[src/rtl/guess_entry.sv]
// guess_entry: debounces ENTER, captures the switch word, validates 4 distinct digits and offers it over valid/ready.
module guess_entry #(
  parameter int DEBOUNCE_CYCLES  = 1_000_000,
  parameter int ERR_FLASH_CYCLES = 50_000_000,
  parameter int DIGIT_MAX        = 9
) (
  input  logic            clock,
  input  logic            reset,
  input  logic            enter_btn,
  input  logic [15:0]     sw,
  input  logic            guess_ready,
  output logic            guess_valid,
  output logic [3:0][3:0] guess,
  output logic            err_pulse,
  output logic            err_led,
  output logic [7:0]      entry_count
);
  localparam int DW = $clog2(DEBOUNCE_CYCLES + 1);
  localparam int FW = $clog2(ERR_FLASH_CYCLES + 1);
  localparam logic [DW-1:0] DB_LAST = DW'(DEBOUNCE_CYCLES - 1);
  localparam logic [FW-1:0] FLASH_INIT = FW'(ERR_FLASH_CYCLES);
  localparam logic [3:0] DMAX = 4'(DIGIT_MAX);
  typedef enum logic [1:0] {IDLE, CHECK, OFFER, ERROR} state_t;
  state_t state, state_d;
  logic [1:0] btn_s;
  logic [15:0] sw_s1, sw_s2;
  logic deb, deb_q, press, legal, load, chk_fail;
  logic [DW-1:0] db_cnt;
  logic [FW-1:0] flash;
  assign press = deb & ~deb_q;
  assign guess_valid = state == OFFER;
  assign err_led = flash != '0;
  assign chk_fail = state == CHECK && !legal;
  always_comb begin
    legal = 1'b1;
    for (int i = 0; i < 4; i++) begin
      if (guess[i] > DMAX) legal = 1'b0;
      for (int j = i + 1; j < 4; j++)
        if (guess[i] == guess[j]) legal = 1'b0;
    end
  end
  always_comb begin
    state_d = state;
    load = 1'b0;
    case (state)
      IDLE: begin
        load = press;
        state_d = press ? CHECK : IDLE;
      end
      CHECK: state_d = legal ? OFFER : ERROR;
      OFFER: state_d = guess_ready ? IDLE : OFFER;
      default: begin
        load = press;
        state_d = press ? CHECK : (flash == '0) ? IDLE : ERROR;
      end
    endcase
  end
  always_ff @(posedge clock or posedge reset)
    if (reset) state <= IDLE;
    else state <= state_d;
  always_ff @(posedge clock or posedge reset) begin
    if (reset) begin
      btn_s <= '0;
      sw_s1 <= '0;
      sw_s2 <= '0;
      deb <= 1'b0;
      deb_q <= 1'b0;
      db_cnt <= '0;
      guess <= '0;
      err_pulse <= 1'b0;
      flash <= '0;
      entry_count <= '0;
    end else begin
      btn_s <= {btn_s[0], enter_btn};
      sw_s1 <= sw;
      sw_s2 <= sw_s1;
      deb_q <= deb;
      if (btn_s[1] == deb) db_cnt <= '0;
      else if (db_cnt == DB_LAST) begin
        deb <= btn_s[1];
        db_cnt <= '0;
      end else db_cnt <= db_cnt + 1'b1;
      if (load) guess <= sw_s2;
      err_pulse <= chk_fail;
      // a press during ERROR cancels the flash; outside ERROR the counter idles at 0
      flash <= chk_fail ? FLASH_INIT : (state == ERROR && !press && flash != '0) ? flash - 1'b1 : '0;
      if (guess_valid && guess_ready) entry_count <= entry_count + 1'b1;
    end
  end
endmodule

[config.mk]
export PLATFORM = sky130hd
export DESIGN_NAME = guess_entry
export DESIGN_NICKNAME = d
export VERILOG_FILES = /design/src/rtl/guess_entry.sv
export SDC_FILE = /design/constraint.sdc
export NUM_CORES = 1
export LEC_CHECK = 0
export BUFFER_PORTS_ARGS = -buffer_cell sky130_fd_sc_hd__buf_4
export CORE_MARGIN = 4
export CORE_UTILIZATION = 45
export CTS_CLUSTER_SIZE = 12
export DETAILED_ROUTE_END_ITERATION = 10
export PLACE_DENSITY = 0.66
export REMOVE_ABC_BUFFERS = 1
export SYNTH_ARGS = -nofsm -noshare
export SYNTH_HDL_FRONTEND = slang
export SYNTH_SLANG_ARGS = --single-unit
[constraint.sdc]
create_clock -name clock -period 5 [get_ports clock]
set_input_delay 0 -clock clock [delete_from_list [all_inputs] [get_ports clock]]
set_output_delay 0 -clock clock [all_outputs]
set_load 0.02 [all_outputs]
After elaboration in Yosys (flattened, before gate mapping)
Index checks and enable logic that the tools add are counted.
{"block": "word_totals", "ff_bits": 109, "output_inout_bits": 27}
{"block": "op_classes", "add_sub_neg": 3, "order_cmp": 4, "n_eq_ne": 11, "mux": 21, "n_bitwise": 3, "reduce_logical": 11}
{"cell": "two-way mux 26 bit", "count": 2}
{"cell": "two-way mux 20 bit", "count": 2}
{"cell": "logical NOT 26 bit", "count": 1}
{"cell": "nonzero test 26 bit", "count": 1}
{"cell": "subtractor 26 x 1 -> 26 bit, second input constant", "count": 1}
{"cell": "== test 4 bit", "count": 6}
{"cell": "adder 20 x 1 -> 20 bit, second input constant", "count": 1}
{"cell": "== test 20 bit, second input constant", "count": 1}
{"cell": "greater-than comparator 4 bit, second input constant", "count": 4}
{"cell": "two-way mux 1 bit", "count": 13}
{"cell": "adder 8 x 1 -> 8 bit, second input constant", "count": 1}
{"cell": "two-way mux 2 bit", "count": 3}
{"cell": "one-hot mux 2 bit (3 select lines)", "count": 1}
{"cell": "== test 2 bit, second input constant", "count": 2}
{"cell": "logical AND 1 bit", "count": 4}
{"cell": "== test 2 x 1 -> 1 bit, second input constant", "count": 1}
{"cell": "logical NOT 1 bit", "count": 2}
{"cell": "logical NOT 2 bit", "count": 1}
{"cell": "NOT 1 bit", "count": 2}
{"cell": "AND reduction 2 bit", "count": 1}
{"cell": "OR reduction 2 bit", "count": 1}
{"cell": "AND 1 bit", "count": 1}
{"cell": "== test 1 bit", "count": 1}

Depth between registers and ports, before layout
{"block": "depth", "depth_word": 14, "ltp_mapped": 7, "ltp_nobuf": 7}

Worst setup path before layout
OpenSTA, ideal clock, no wires.
{"block": "synth_timing", "path_kind": "register -> register", "from": "register flash[2]", "to": "register flash[12]", "arrival_time_ns": 1.723, "required_ns": 4.876, "path_slack_ns": 3.153, "path_stages_with_launch": 7, "n_path_buf": 1, "path_cell_list": "dfrtp_1 -> nor4_4 -> nand4_4 -> nand3b_4 -> nand3_4 -> buf_6 -> o21bai_1"}
{"block": "synth_between", "elab_chain_cells": 4}
{"item": "start: declaration", "line": "29", "rtl": "logic [FW-1:0] flash;"}
{"item": "start signal: assignment", "line": "86", "rtl": "flash <= chk_fail ? FLASH_INIT : (state == ERROR && !press && flash != '0) ? flash - 1'b1 : '0;"}
{"item": "nonzero test 26 bit"}
{"item": "named net err_led", "line": "15", "rtl": "output logic err_led,"}
{"item": "logical AND 1 bit", "line": "86"}
{"item": "two-way mux 26 bit (2 in series)", "line": "86"}
The timed path passes the listed nets, and every way through them passes these cells.
A chain may end at the register's enable or synchronous reset.

Worst setup path in the final report
{"block": "layout_timing", "from": "register guess[9] in the netlist's numbering", "to": "register state[0]"}
{"block": "layout_between", "elab_chain_cells": 11}
{"item": "start: declaration", "line": "13", "rtl": "output logic [3:0][3:0] guess,"}
{"item": "start signal: assignment", "line": "83", "rtl": "if (load) guess <= sw_s2;"}
{"item": "== test 4 bit", "line": "39", "rtl": "if (guess[i] == guess[j]) legal = 1'b0;"}
{"item": "two-way mux 1 bit (2 in series)", "line": "39"}
{"item": "two-way mux 1 bit", "line": "37", "rtl": "if (guess[i] > DMAX) legal = 1'b0;"}
{"item": "two-way mux 1 bit (2 in series)", "line": "39"}
{"item": "two-way mux 1 bit", "line": "37"}
{"item": "two-way mux 1 bit (*)", "line": "39"}
{"item": "two-way mux 1 bit (*)", "line": "37"}
{"item": "two-way mux 1 bit (*)", "line": "50", "rtl": "CHECK: state_d = legal ? OFFER : ERROR;"}
{"item": "one-hot mux 2 bit (3 select lines) (*)", "line": "45", "rtl": "case (state)"}
{"item": "named net state_d[0]", "line": "24", "rtl": "state_t state, state_d;"}
{"item": "end signal: assignment", "line": "60", "rtl": "else state <= state_d;"}
{"item": "end: declaration", "line": "24"}
The timed path passes the listed nets; every way through them passes the cells marked *.

==> metrics.txt <==
total number of H-tree levels=3; Seq cells post-synth=109; pin count of the biggest net entering global routing=61; detail-routed via count per cell=5.069; cell with the biggest individual delay on the critical path=sky130_fd_sc_hd__o31a_1; total negative setup slack=0 ps; gate count of the mapped netlist=380; Yosys top cell area share=57.22%; routed vias=about 3000; core area=10320 µm²; maximum single-stage delay on the critical path=850 ps; maximum achievable frequency=450.6 MHz; global-route wire length before repair=15220 µm; count of buffers from port buffering=46; cell family with most CP delay=compound AO/OA/AOI/OAI gates; fraction of layout instances using a drive strength above 1=about a quarter; reg2reg end=state[0]$_DFF_PP0_; Layout Nets=477; most used standard cells in the synthesized netlist=sky130_fd_sc_hd__dfrtp_1, sky130_fd_sc_hd__xnor2_1, sky130_fd_sc_hd__nor2_1, sky130_fd_sc_hd__xor2_1, sky130_fd_sc_hd__nor3_1; endpoint class of the critical path=register; Site Rows=37; Period Utilization, post-route=44.38%; Resize count post-CTS=0; maximum clock skew at final layout=15.63 ps; clk sink count=109; count leader, synth=sky130_fd_sc_hd__dfrtp_1; Root Buffer Master=sky130_fd_sc_hd__clkbuf_8; required time of the critical path=5310 ps; mapped cell area=roughly 4800 µm²; setup violators final=0; CTS tree=yes; final count of pins violating max slew=0; endpoint of the worst hold-timing path=btn_s[0]$_DFF_PP0_; Clock Path Buffers=2; crit path cell chain=xor2_1 -> o41ai_1 -> o31a_1 -> o22a_1; warning count from the yosys run=0; global-route usage over all layers=15.01%; setup slack on the worst flop-to-flop path=2780 ps; leakage power=roughly 0.0027 µW; outcome=complete, no violations; number of max-cap violations=0; half-perimeter wire length after detailed placement=5623 µm; minimum period implied by the final worst setup slack=2219 ps; Slew headroom=26.54%; Chip Height=around 110 µm; clock transition at the registers of the reported paths=between 100 and 150 ps; number of distinct library cells after synthesis=42; beginning of the worst register-to-register path=guess[9]$_DFFE_PP0P_; data arrival time of the worst path=2530 ps; Hold Path Depth=2; GP Congestion=0.8551; number of antenna violations at the first check in global routing=0; CP max FO=28; category of the worst setup path launch point=register; hold path startpoint=enter_btn; total iterations of the first detailed-routing run=4; R2R cell count=4; EDFF count, synth=0; Inst Count DP=555; Max VDD drop=~0.00015 V; final std cells w/o fill=590; DRC violation count after routing=0; area of the die=12300 µm²; final hold violation count=0; proportion of synthesized flip-flops having asynchronous set or reset=100.0%; most frequently used flop master after synthesis=sky130_fd_sc_hd__dfrtp_1; Iter 0 DRT Violations=165; Synth area leaders=sky130_fd_sc_hd__dfrtp_1, sky130_fd_sc_hd__xnor2_1, sky130_fd_sc_hd__xor2_1; antenna cells=0; clock latency on the worst-skew pair=380 ps; WL per Instance=14.59 µm; power density over the cells=265.2 nW/µm²; initial standard-cell utilization of the core=46.18%; WS Path Type=reg2reg; Synth area leader=sky130_fd_sc_hd__dfrtp_1; number of buffers and inverters on the critical path=0; Top Ports=47; type of the worst min-delay path=in2reg; register area share after synthesis=57.22%; total global routing overflow=0; cts bufs inserted=9; setup repair after global routing missed its margin=no; synthesized area divided by synthesized cell count=12.54 µm²; area grow syn2layout=17.95%; number of antenna-violating nets in the routed design=0; width of the die=110.9 µm; number of global-route vias before repair=3105; Routed WL=8607 µm; slew of the pin with the lowest slew margin=1092 ps
==> where the power goes <==
part / switching (µW) / internal (µW) / leakage, µW / total, µW
clock network: 318 / 204 / 0.0000918 / 522
logic: 32.7 / 28.3 / 0.00115 / 61.0
registers: 8.61 / 899 / 0.00144 / 908
==> area by class of cell <==
type | instances | area (µm²)
sequential | 109 | 2728
fill | 864 | 4701
timing repair buffer | 67 | 550.5
clock buffer | 10 | 137.6
inverter | 9 | 36.28
multi-input combinational | 253 | 1948
tap | 136 | 170.2
clock inverter | 6 | 52.55
==> cell families after synthesis <==
group                      share of synthesized area, %
xor gates and xnor gates                          13.60
buffers and inverters                             1.916
AOI/OAI and AO/OA                                 3.307
DFF                                               57.22
muxes                                             4.252
adders and majority gates                         2.100
and+or+nand+nor                                   17.61
==> cell usage in the layout, fill, tap and decap left out, types with 3 or more instances in the layout <==
cell type                       instances
sky130_fd_sc_hd__nand2_1               16
sky130_fd_sc_hd__nor3_2                 3
sky130_fd_sc_hd__inv_6                  3
sky130_fd_sc_hd__mux2_2                18
sky130_fd_sc_hd__o21ai_0                5
sky130_fd_sc_hd__dlygate4sd3_1         19
sky130_fd_sc_hd__o21bai_1              12
sky130_fd_sc_hd__nor2_1                30
sky130_fd_sc_hd__nand4_1               10
sky130_fd_sc_hd__nand3_1               13
sky130_fd_sc_hd__ha_1                   8
sky130_fd_sc_hd__nor4_1                 4
sky130_fd_sc_hd__xnor2_1               47
sky130_fd_sc_hd__buf_4                 48
sky130_fd_sc_hd__nor3_1                22
sky130_fd_sc_hd__and3_1                 3
sky130_fd_sc_hd__or2_2                  3
sky130_fd_sc_hd__nor4_2                 5
sky130_fd_sc_hd__xor2_1                27
sky130_fd_sc_hd__dfrtp_1              109
sky130_fd_sc_hd__clkbuf_8              10
sky130_fd_sc_hd__inv_1                  8
sky130_fd_sc_hd__nor4_4                 3
==> how the worst max path moves through the flow <==
| stage | startpoint | cells after the start | endpoint |
|---|---|---|---|
| after CTS | guess[9]$_DFFE_PP0P_ | 4 | flash[25]$_DFF_PP0_ |
| after floorplan | reset | 1 | btn_s[0]$_DFF_PP0_ |
| final | guess[9]$_DFFE_PP0P_ | 4 | state[0]$_DFF_PP0_ |
| after detailed placement | guess[9]$_DFFE_PP0P_ | 4 | flash[18]$_DFF_PP0_ |
| after global routing | guess[9]$_DFFE_PP0P_ | 4 | flash[16]$_DFF_PP0_ |
| after global placement | guess[9]$_DFFE_PP0P_ | 4 | flash[25]$_DFF_PP0_ |
==> state kept, by name, indices dropped and copies added (netlist names) <==
name and cells:
flash 26, db_cnt 20, guess 16, sw_s1 16, sw_s2 16, entry_count 8, btn_s 2, state 2
deb 1, deb_q 1, err_pulse 1
==> metrics by stage <==
stage          hold slack, ps  cell area, µm²  setup WS [ps]  power [µW]  utilization (%)
6_report                253.3            5623           2781        1491            54.47
5_1_grt                 243.2            5623           2574        1556            54.47
4_1_cts                 241.9            5623           2738        1506            54.47
3_5_place_dp            110.4            5243           2752       977.0            50.78
3_3_place_gp            109.1            5243           2835       975.5            50.78
2_1_floorplan           31.43            4710           2126       949.1                -
==> per-layer routing <==
| layer | GRT usage, % | share of wire [%] | vias to the layer above |
|---|---|---|---|
| met3 | 3.221 | 4.6 | 11 |
| met2 | 22.53 | 46 | 58 |
| met1 | 21.18 | 48 | 1489 |
| li1 | - | - | 1433 |
| met4 | 6.240 | 1.6 | 0 |
| met5 | 0 | 0 | - |
==> timing repair <==
item	4_1_cts	5_1_grt
hold buffers	19	0
buffers inserted	0	0
hold endpoints to repair	79	0
No activity file was read; power rests on OpenSTA's default activity.
